### src/rtl/vga_txt_defs_pkg.sv
// vga_txt_defs: shared constants and types for the VGA text-mode scan path.
//   - default 640x480@60 timing (visible / porch / sync widths)
//   - text grid geometry and glyph cell size
//   - bit positions of the char/fg/bg fields in a text RAM word
//   - side_t: per-pixel side-band carried down the fetch pipeline
package vga_txt_defs;

    // Default 640x480 timing, in pixels (H) and lines (V)
    localparam int DEF_H_ACTIVE     = 640;
    localparam int DEF_H_FP         = 16;
    localparam int DEF_H_SYNC       = 96;
    localparam int DEF_H_BP         = 48;
    localparam int DEF_V_ACTIVE     = 480;
    localparam int DEF_V_FP         = 10;
    localparam int DEF_V_SYNC       = 2;
    localparam int DEF_V_BP         = 33;
    localparam int DEF_H_TOTAL      = DEF_H_ACTIVE + DEF_H_FP + DEF_H_SYNC + DEF_H_BP;
    localparam int DEF_V_TOTAL      = DEF_V_ACTIVE + DEF_V_FP + DEF_V_SYNC + DEF_V_BP;
    localparam int DEF_BLINK_FRAMES = 32;

    // Text grid
    localparam int COLS    = 80;
    localparam int ROWS    = 30;
    localparam int GLYPH_W = 8;
    localparam int GLYPH_H = 16;

    // Counter / address widths
    localparam int HCNT_W = 10;
    localparam int VCNT_W = 10;
    localparam int ADDR_W = 12;

    // Text RAM word layout
    localparam int ATTR_CHAR_LSB = 0;
    localparam int ATTR_CHAR_MSB = 7;
    localparam int ATTR_FG_LSB   = 8;
    localparam int ATTR_FG_MSB   = 11;
    localparam int ATTR_BG_LSB   = 12;
    localparam int ATTR_BG_MSB   = 15;

    // Side-band travelling alongside the memory fetches
    typedef struct packed {
        logic       act;   // pixel inside the visible area
        logic       hs;    // raw hsync (active low)
        logic       vs;    // raw vsync (active low)
        logic       frm;   // pixel (0,0)
        logic       cur;   // cursor forces foreground here
        logic [2:0] xbit;  // pixel column within the glyph
        logic [3:0] grow;  // glyph row
    } side_t;

    // Idle value: syncs deasserted, nothing visible
    localparam side_t SIDE_RST = '{act: 1'b0, hs: 1'b1, vs: 1'b1, frm: 1'b0,
                                   cur: 1'b0, xbit: 3'd0, grow: 4'd0};

endpackage

### src/rtl/vga_timing.sv
// vga_timing: free-running horizontal/vertical counters and raw timing.
//   i_clk, i_rst        pixel clock, synchronous active-high reset
//   o_hcnt, o_vcnt      current counter values
//   o_hcnt_nxt/_vnxt    values the counters take at the next edge
//   o_hsync, o_vsync    raw syncs (active low), same cycle as counters
//   o_active            counters inside the visible area
//   o_frame_wrap        last pixel of the frame (counters wrap next edge)
module vga_timing
    import vga_txt_defs::*;
#(
    parameter int H_ACTIVE = DEF_H_ACTIVE,
    parameter int H_FP     = DEF_H_FP,
    parameter int H_SYNC   = DEF_H_SYNC,
    parameter int H_BP     = DEF_H_BP,
    parameter int V_ACTIVE = DEF_V_ACTIVE,
    parameter int V_FP     = DEF_V_FP,
    parameter int V_SYNC   = DEF_V_SYNC,
    parameter int V_BP     = DEF_V_BP
) (
    input  logic              i_clk,
    input  logic              i_rst,
    output logic [HCNT_W-1:0] o_hcnt,
    output logic [VCNT_W-1:0] o_vcnt,
    output logic [HCNT_W-1:0] o_hcnt_nxt,
    output logic [VCNT_W-1:0] o_vcnt_nxt,
    output logic              o_hsync,
    output logic              o_vsync,
    output logic              o_active,
    output logic              o_frame_wrap
);

    localparam int H_TOTAL = H_ACTIVE + H_FP + H_SYNC + H_BP;
    localparam int V_TOTAL = V_ACTIVE + V_FP + V_SYNC + V_BP;

    localparam logic [HCNT_W-1:0] H_LAST = HCNT_W'(H_TOTAL - 1);
    localparam logic [HCNT_W-1:0] H_ACT  = HCNT_W'(H_ACTIVE);
    localparam logic [HCNT_W-1:0] HS_BEG = HCNT_W'(H_ACTIVE + H_FP);
    localparam logic [HCNT_W-1:0] HS_END = HCNT_W'(H_ACTIVE + H_FP + H_SYNC - 1);
    localparam logic [VCNT_W-1:0] V_LAST = VCNT_W'(V_TOTAL - 1);
    localparam logic [VCNT_W-1:0] V_ACT  = VCNT_W'(V_ACTIVE);
    localparam logic [VCNT_W-1:0] VS_BEG = VCNT_W'(V_ACTIVE + V_FP);
    localparam logic [VCNT_W-1:0] VS_END = VCNT_W'(V_ACTIVE + V_FP + V_SYNC - 1);

    logic [HCNT_W-1:0] r_hcnt;
    logic [VCNT_W-1:0] r_vcnt;
    logic              w_h_end;
    logic              w_v_end;

    always_comb begin
        w_h_end    = (r_hcnt == H_LAST);
        w_v_end    = (r_vcnt == V_LAST);
        o_hcnt_nxt = w_h_end ? '0 : r_hcnt + 1'b1;
        o_vcnt_nxt = r_vcnt;
        if (w_h_end) begin
            o_vcnt_nxt = w_v_end ? '0 : r_vcnt + 1'b1;
        end
    end

    always_ff @(posedge i_clk) begin
        if (i_rst) begin
            r_hcnt <= '0;
            r_vcnt <= '0;
        end else begin
            r_hcnt <= o_hcnt_nxt;
            r_vcnt <= o_vcnt_nxt;
        end
    end

    assign o_hcnt       = r_hcnt;
    assign o_vcnt       = r_vcnt;
    assign o_hsync      = !((r_hcnt >= HS_BEG) && (r_hcnt <= HS_END));
    assign o_vsync      = !((r_vcnt >= VS_BEG) && (r_vcnt <= VS_END));
    assign o_active     = (r_hcnt < H_ACT) && (r_vcnt < V_ACT);
    assign o_frame_wrap = w_h_end && w_v_end;

endmodule

### src/rtl/txt_scan_ctrl.sv
// txt_scan_ctrl: VGA text-mode sequencer.
// Walks the character grid, fetches char/attr words from text RAM and glyph
// rows from font ROM (both 1-cycle synchronous reads), and drives per-pixel
// foreground select and colours with a blinking underline cursor.
//   clk, rst               pixel clock, synchronous active-high reset
//   txt_addr / txt_data    text RAM: row*COLS+col -> {bg, fg, char}
//   font_addr / font_data  font ROM: {char, glyph_row} -> 8 pixels, bit 7 left
//   cursor_en/_x/_y        cursor enable and cell position
//   hsync, vsync           active-low syncs
//   blank                  1 outside the visible area
//   for_en, col_bak, col_for   colour-mapper controls
//   frame_start            one pulse with output pixel (0,0)
// Counter to output latency is 3 cycles for every output.
module txt_scan_ctrl
    import vga_txt_defs::*;
#(
    parameter int H_ACTIVE     = DEF_H_ACTIVE,
    parameter int H_FP         = DEF_H_FP,
    parameter int H_SYNC       = DEF_H_SYNC,
    parameter int H_BP         = DEF_H_BP,
    parameter int V_ACTIVE     = DEF_V_ACTIVE,
    parameter int V_FP         = DEF_V_FP,
    parameter int V_SYNC       = DEF_V_SYNC,
    parameter int V_BP         = DEF_V_BP,
    parameter int COLS         = vga_txt_defs::COLS,
    parameter int BLINK_FRAMES = DEF_BLINK_FRAMES
) (
    input  logic              clk,
    input  logic              rst,
    output logic [ADDR_W-1:0] txt_addr,
    input  logic [15:0]       txt_data,
    output logic [ADDR_W-1:0] font_addr,
    input  logic [7:0]        font_data,
    input  logic              cursor_en,
    input  logic [6:0]        cursor_x,
    input  logic [4:0]        cursor_y,
    output logic              hsync,
    output logic              vsync,
    output logic              blank,
    output logic              for_en,
    output logic [3:0]        col_bak,
    output logic [3:0]        col_for,
    output logic              frame_start
);

    localparam int BLK_W = (BLINK_FRAMES > 1) ? $clog2(BLINK_FRAMES) : 1;
    localparam logic [BLK_W-1:0]  BLK_LAST = BLK_W'(BLINK_FRAMES - 1);
    localparam logic [ADDR_W-1:0] COLS_C   = ADDR_W'(COLS);

    // Timing
    logic [HCNT_W-1:0] w_hcnt, w_hcnt_nxt;
    logic [VCNT_W-1:0] w_vcnt, w_vcnt_nxt;
    logic              w_hs, w_vs, w_act, w_frame_wrap;

    vga_timing #(
        .H_ACTIVE (H_ACTIVE), .H_FP (H_FP), .H_SYNC (H_SYNC), .H_BP (H_BP),
        .V_ACTIVE (V_ACTIVE), .V_FP (V_FP), .V_SYNC (V_SYNC), .V_BP (V_BP)
    ) u_timing (
        .i_clk        (clk),
        .i_rst        (rst),
        .o_hcnt       (w_hcnt),
        .o_vcnt       (w_vcnt),
        .o_hcnt_nxt   (w_hcnt_nxt),
        .o_vcnt_nxt   (w_vcnt_nxt),
        .o_hsync      (w_hs),
        .o_vsync      (w_vs),
        .o_active     (w_act),
        .o_frame_wrap (w_frame_wrap)
    );

    // Blink: phase flips every BLINK_FRAMES frames, starts visible
    logic [BLK_W-1:0] r_blink_cnt;
    logic             r_blink_phase;

    always_ff @(posedge clk) begin
        if (rst) begin
            r_blink_cnt   <= '0;
            r_blink_phase <= 1'b1;
        end else if (w_frame_wrap) begin
            if (r_blink_cnt == BLK_LAST) begin
                r_blink_cnt   <= '0;
                r_blink_phase <= !r_blink_phase;
            end else begin
                r_blink_cnt <= r_blink_cnt + 1'b1;
            end
        end
    end

    // S0: address is registered from the next counter values so that
    // txt_addr lines up with the current counters and the RAM returns data
    // in S1.
    logic [ADDR_W-1:0] w_addr_nxt;
    logic [ADDR_W-1:0] r_txt_addr;
    logic              w_cur_hit;
    side_t             w_s0;

    always_comb begin
        w_addr_nxt = ADDR_W'(w_vcnt_nxt >> 4) * COLS_C + ADDR_W'(w_hcnt_nxt >> 3);
        // Underline on the last two glyph rows of the cursor cell; the
        // zero-extended compares never match out-of-range cursor values
        // inside the visible area.
        w_cur_hit  = cursor_en && r_blink_phase &&
                     ((w_hcnt >> 3) == HCNT_W'(cursor_x)) &&
                     ((w_vcnt >> 4) == VCNT_W'(cursor_y)) &&
                     (w_vcnt[3:1] == 3'b111);
        w_s0       = SIDE_RST;
        w_s0.act   = w_act;
        w_s0.hs    = w_hs;
        w_s0.vs    = w_vs;
        w_s0.frm   = (w_hcnt == '0) && (w_vcnt == '0);
        w_s0.cur   = w_cur_hit;
        w_s0.xbit  = w_hcnt[2:0];
        w_s0.grow  = w_vcnt[3:0];
    end

    always_ff @(posedge clk) begin
        if (rst) r_txt_addr <= '0;
        else     r_txt_addr <= w_addr_nxt;
    end

    assign txt_addr = r_txt_addr;

    // Pipeline valid: memory data is ignored until it reflects a real fetch
    logic [2:1] r_vld_pipe;

    always_ff @(posedge clk) begin
        if (rst) r_vld_pipe <= '0;
        else     r_vld_pipe <= {r_vld_pipe[1], 1'b1};
    end

    // S1: txt_data valid; font address goes straight to the ROM so its data
    // lands in S2.
    side_t r_s1;

    always_ff @(posedge clk) begin
        if (rst) r_s1 <= SIDE_RST;
        else     r_s1 <= w_s0;
    end

    always_comb begin
        font_addr = '0;
        if (r_vld_pipe[1]) begin
            font_addr = {txt_data[ATTR_CHAR_MSB:ATTR_CHAR_LSB], r_s1.grow};
        end
    end

    // S2: font_data valid
    side_t      r_s2;
    logic [3:0] r_fg, r_bg;
    logic       w_pix;
    logic       w_show;

    always_ff @(posedge clk) begin
        if (rst) begin
            r_s2 <= SIDE_RST;
            r_fg <= '0;
            r_bg <= '0;
        end else begin
            r_s2 <= r_s1;
            r_fg <= r_vld_pipe[1] ? txt_data[ATTR_FG_MSB:ATTR_FG_LSB] : 4'd0;
            r_bg <= r_vld_pipe[1] ? txt_data[ATTR_BG_MSB:ATTR_BG_LSB] : 4'd0;
        end
    end

    assign w_pix  = font_data[3'd7 - r_s2.xbit];
    assign w_show = r_vld_pipe[2] && r_s2.act;

    // S3: registered outputs
    logic       r_hsync, r_vsync, r_blank, r_for_en, r_frame_start;
    logic [3:0] r_col_bak, r_col_for;

    always_ff @(posedge clk) begin
        if (rst) begin
            r_hsync       <= 1'b1;
            r_vsync       <= 1'b1;
            r_blank       <= 1'b1;
            r_for_en      <= 1'b0;
            r_col_bak     <= '0;
            r_col_for     <= '0;
            r_frame_start <= 1'b0;
        end else begin
            r_hsync       <= r_s2.hs;
            r_vsync       <= r_s2.vs;
            r_blank       <= !w_show;
            r_frame_start <= r_s2.frm;
            r_for_en      <= w_show && (w_pix || r_s2.cur);
            r_col_bak     <= w_show ? r_bg : 4'd0;
            r_col_for     <= w_show ? r_fg : 4'd0;
        end
    end

    assign hsync       = r_hsync;
    assign vsync       = r_vsync;
    assign blank       = r_blank;
    assign for_en      = r_for_en;
    assign col_bak     = r_col_bak;
    assign col_for     = r_col_for;
    assign frame_start = r_frame_start;

endmodule

### config.mk
export PLATFORM = sky130hd
export DESIGN_NAME = txt_scan_ctrl
export DESIGN_NICKNAME = d
export VERILOG_FILES = /design/src/rtl/vga_txt_defs_pkg.sv /design/src/rtl/vga_timing.sv /design/src/rtl/txt_scan_ctrl.sv
export SDC_FILE = /design/constraint.sdc
export NUM_CORES = 1
export LEC_CHECK = 0
export CAP_MARGIN = 20
export CELL_PAD_IN_SITES_DETAIL_PLACEMENT = 1
export CELL_PAD_IN_SITES_GLOBAL_PLACEMENT = 1
export CORE_ASPECT_RATIO = 0.75
export CORE_MARGIN = 1
export CORE_UTILIZATION = 43
export CTS_CLUSTER_DIAMETER = 150
export DETAILED_ROUTE_END_ITERATION = 10
export DONT_BUFFER_PORTS = 1
export PLACE_DENSITY_LB_ADDON = 0.2
export REMOVE_ABC_BUFFERS = 1
export SYNTH_ARGS = -nofsm -noshare
export SYNTH_HDL_FRONTEND = slang
export SYNTH_SLANG_ARGS = --single-unit
### constraint.sdc
create_clock -name clk -period 3.45 [get_ports clk]
set_clock_uncertainty 0.15 [all_clocks]
set_input_delay 0.345 -clock clk [delete_from_list [all_inputs] [get_ports clk]]
set_output_delay 0.345 -clock clk [all_outputs]
set_load 0.03 [all_outputs]
==> parameters.txt <==
Parameter                              Value

Outcome
  Run status    finished with violations
  Violated checks    negative setup slack

Timing
  Slew HR    0.662
  Post-layout minimum cycle time    3690 ps
  Number of max-slew violations in the final report    0
  Unrepaired setup endpoints after global routing    true
  Final critical-path share of the clock period    1.07
  Least setup slack across all paths after layout    -236 ps
  Setup violators final    2
  Hold Fails Final Rpt    0
  Least-Margin Pin Slew    502 ps
  Highest clock rate    0.271 GHz

Die
  Initial standard-cell utilization of the core    0.452
  Die Span Y    a little under 80 µm
  Number of placed I/O pins    76
  Number of cell rows    27
  Floorplan die area    roughly 8300 µm²
  Core region area    ~7500 µm²
  Die Width    105 µm

Routing
  Routed Antenna Nets    0
  Aggregate routed wire length    9210 µm
  Number of optimization iterations in the first detailed-route pass    4
  Post-DR vias/cell    5.17
  Routed WL per cell    around 18 µm
  DRT iter0 DRCs    90
  DRC violations left    0
  Via count    2637

Placement
  Placer congestion estimate    0.840
  Placed instance count    about 470
  Cell area reported after detailed placement    3690 µm²
  Count of input and output buffers    0
  Hpwl dp    5870 µm

Layout
  Utilization after layout    0.563
  Number of nets in the layout    462
  Fraction of layout cells with a size suffix above 1    0.230
  Area growth from synthesis to final layout    24.5%
  Post-route cell area    4220 µm²
  Count of inserted antenna diode cells    0
  Final standard cell count with taps included and fillers excluded    510

Logic synthesis
  Top-count cell post-synth    sky130_fd_sc_hd__dfxtp_1
  Leading register cell type out of synthesis    sky130_fd_sc_hd__dfxtp_1
  Most instantiated cells after synthesis    sky130_fd_sc_hd__dfxtp_1 (77), sky130_fd_sc_hd__nor2_1 (36), sky130_fd_sc_hd__and2_1 (30)
  Async set-or-reset flop fraction in the synthesized netlist    0
  Post-synth design cell area    3390 µm²
  Register bit total from synthesis    77
  Post-synthesis sequential area ratio    0.454
  Share of the synthesized area in the top cell type    0.454
  Cell types with the largest area share after synthesis    sky130_fd_sc_hd__dfxtp_1 (45%), sky130_fd_sc_hd__xnor2_1 (7.0%), sky130_fd_sc_hd__ha_1 (6.3%), sky130_fd_sc_hd__and2_1 (5.5%), sky130_fd_sc_hd__nor2_1 (4.0%)
  Post-Syn Instances    roughly 360
  Synth Area per Inst    9.45 µm²
  Number of warnings issued by yosys    0
  Top cell type by total area after synthesis    sky130_fd_sc_hd__dfxtp_1
  EDFF count, synth    0
  Count of distinct cell types in the synthesized netlist    42

Power
  Power dissipated by switching net loads    about 440 µW
  Logic pwr share    0.050
  Pwr Density    394 nW/µm²
  Clock network fraction of design power    0.402
  Static Leakage    0.00170 µW
  Worst-case vdd ir drop    0.000231 V
  Internal cell power    approximately 1200 µW
  Flop pwr share    0.549
  Switching portion of total power    0.265

CTS
  Clock-pin slew on the worst setup and hold paths    roughly 90 ps
  Clock tree buffer depth    2
  Number of levels in the clock H-tree    3
  Clock sink total    77
  Number of buffers inserted during clock tree synthesis    9
  Clock insertion delay at the later pin of the skew report    360 ps
  Clock tree from TritonCTS    done
  Root buf cell    sky130_fd_sc_hd__clkbuf_8

Critical path
  Critical Path End Type    flop
  Required time worst endpoint    3590 ps
  Worst r2r path cells    14
  Arrival @ worst endpoint    3830 ps
  Highest fanout seen on the critical path    4
  Startpoint Class    flop
  CP Class    flop to flop

Global routing
  Pin count of the biggest net entering global routing    38
  Final global-route overflow total    0
  First-pass GRT wire length    14300 µm
  Number of global-route vias before repair    approximately 2700
  Number of antenna violations at the first check in global routing    0
  Overall global routing resource usage    0.231

Worst hold path
  Class of the most critical hold timing path    input port to flop
  Number of stages on the worst hold path    2

Job
  Total of max-cap violations    0
power groups by stage:
stage	Clock [µW]	Sequential (µW)	Combinational, µW
after floorplan	0	932	44.3
final	668	913	82.5
after CTS	680	913	82.0
after detailed placement	0	933	61.0
after global routing	720	916	89.8
after global placement	0	932	58.8
state kept, by name, indices dropped and copies added, names as in the netlist:
name / flops
hsync: 1
u_timing.o_vcnt: 10
col_for: 4
frame_start: 1
u_timing.o_hcnt: 6
r_blink_cnt: 5
r_s1: 12
blank: 1
r_vld_pipe: 2
r_blink_phase: 1
col_bak: 4
txt_addr: 12
r_fg: 4
r_bg: 4
for_en: 1
vsync: 1
r_s2: 8
metal layers:
layer / global-route usage / part of all wire / up-vias
li1: - / - / 1271
met4: 0.0686 / 0.020 / 0
met3: 0.0608 / 0.041 / 15
met1: 0.303 / 0.47 / 1274
met5: 0 / 0 / -
met2: 0.375 / 0.47 / 77
layout by cell type, fill, tap and decap left out, types with 12 or more instances in the layout:
cell,count
sky130_fd_sc_hd__nor2_1,32
sky130_fd_sc_hd__ha_1,12
sky130_fd_sc_hd__inv_1,14
sky130_fd_sc_hd__xnor2_1,23
sky130_fd_sc_hd__buf_4,42
sky130_fd_sc_hd__nor2b_1,16
sky130_fd_sc_hd__dlygate4sd3_1,12
sky130_fd_sc_hd__and2_1,30
sky130_fd_sc_hd__dfxtp_1,75
sky130_fd_sc_hd__nand2_1,17
cell type report:
type / count / area, µm²
clock buffer: 9 / 124
multi-input combinational: 244 / 1820
fill: 859 / 3280
clock inverter: 7 / 65.1
inverter: 15 / 58.8
sequential: 77 / 1550
tap: 101 / 126
timing repair buffer: 57 / 478
logic make-up (layout without fill, tap and decap cells):
family          after synthesis  in the layout  share of synthesized area
fa+ha+maj                    19             19                     0.0745
compound gates               21             21                     0.0354
mux                           5              5                     0.0225
buf+inv                      38             88                     0.0491
xor+xnor                     36             36                     0.0930
simple gates                163            163                      0.271
flops                        77             77                      0.454
final timing paths:
check                                         from            to  slack (ps)
worst min-delay path                           rst  txt_addr[11]          30
worst min register to register            r_s2[10]         hsync         260
worst max register to register  u_timing.o_hcnt[1]  txt_addr[11]        -240
worst max-delay path            u_timing.o_hcnt[1]  txt_addr[11]        -240
metrics by stage:
| stage | setup slack, ps | setup TNS (ps) | total power, µW | hold slack [ps] |
|---|---|---|---|---|
| floorplan | -675 | -1390 | 977 | 239 |
| global placement | -138 | -138 | 990 | 242 |
| detailed placement | -380 | -467 | 994 | 246 |
| CTS | -71.1 | -71.1 | 1680 | 12.4 |
| global route | -294 | -537 | 1730 | 5.19 |
| finish | -236 | -370 | 1660 | 25.7 |
what timing repair did:
item,4_1_cts,5_1_grt
hold endpoints to repair,48,0
hold buffers,13,0
resized for setup,23,8
pin swaps,13,4
setup endpoints to repair,3,2
setup buffers,5,3
worst max-delay path: stages, from the launching register on:
cell and delay [ps]:
sky130_fd_sc_hd__dfxtp_4 380, sky130_fd_sc_hd__ha_4 140, sky130_fd_sc_hd__nand4_1 150, sky130_fd_sc_hd__or4_4 550, sky130_fd_sc_hd__nor2_4 130, sky130_fd_sc_hd__xor2_2 240
sky130_fd_sc_hd__buf_4 160, sky130_fd_sc_hd__buf_4 100, sky130_fd_sc_hd__ha_1 250, sky130_fd_sc_hd__ha_4 280, sky130_fd_sc_hd__a21oi_1 250, sky130_fd_sc_hd__a21oi_1 170
sky130_fd_sc_hd__nor4_2 310, sky130_fd_sc_hd__xnor2_1 170, sky130_fd_sc_hd__mux2i_1 190
(Power assumes the default switching activity.)
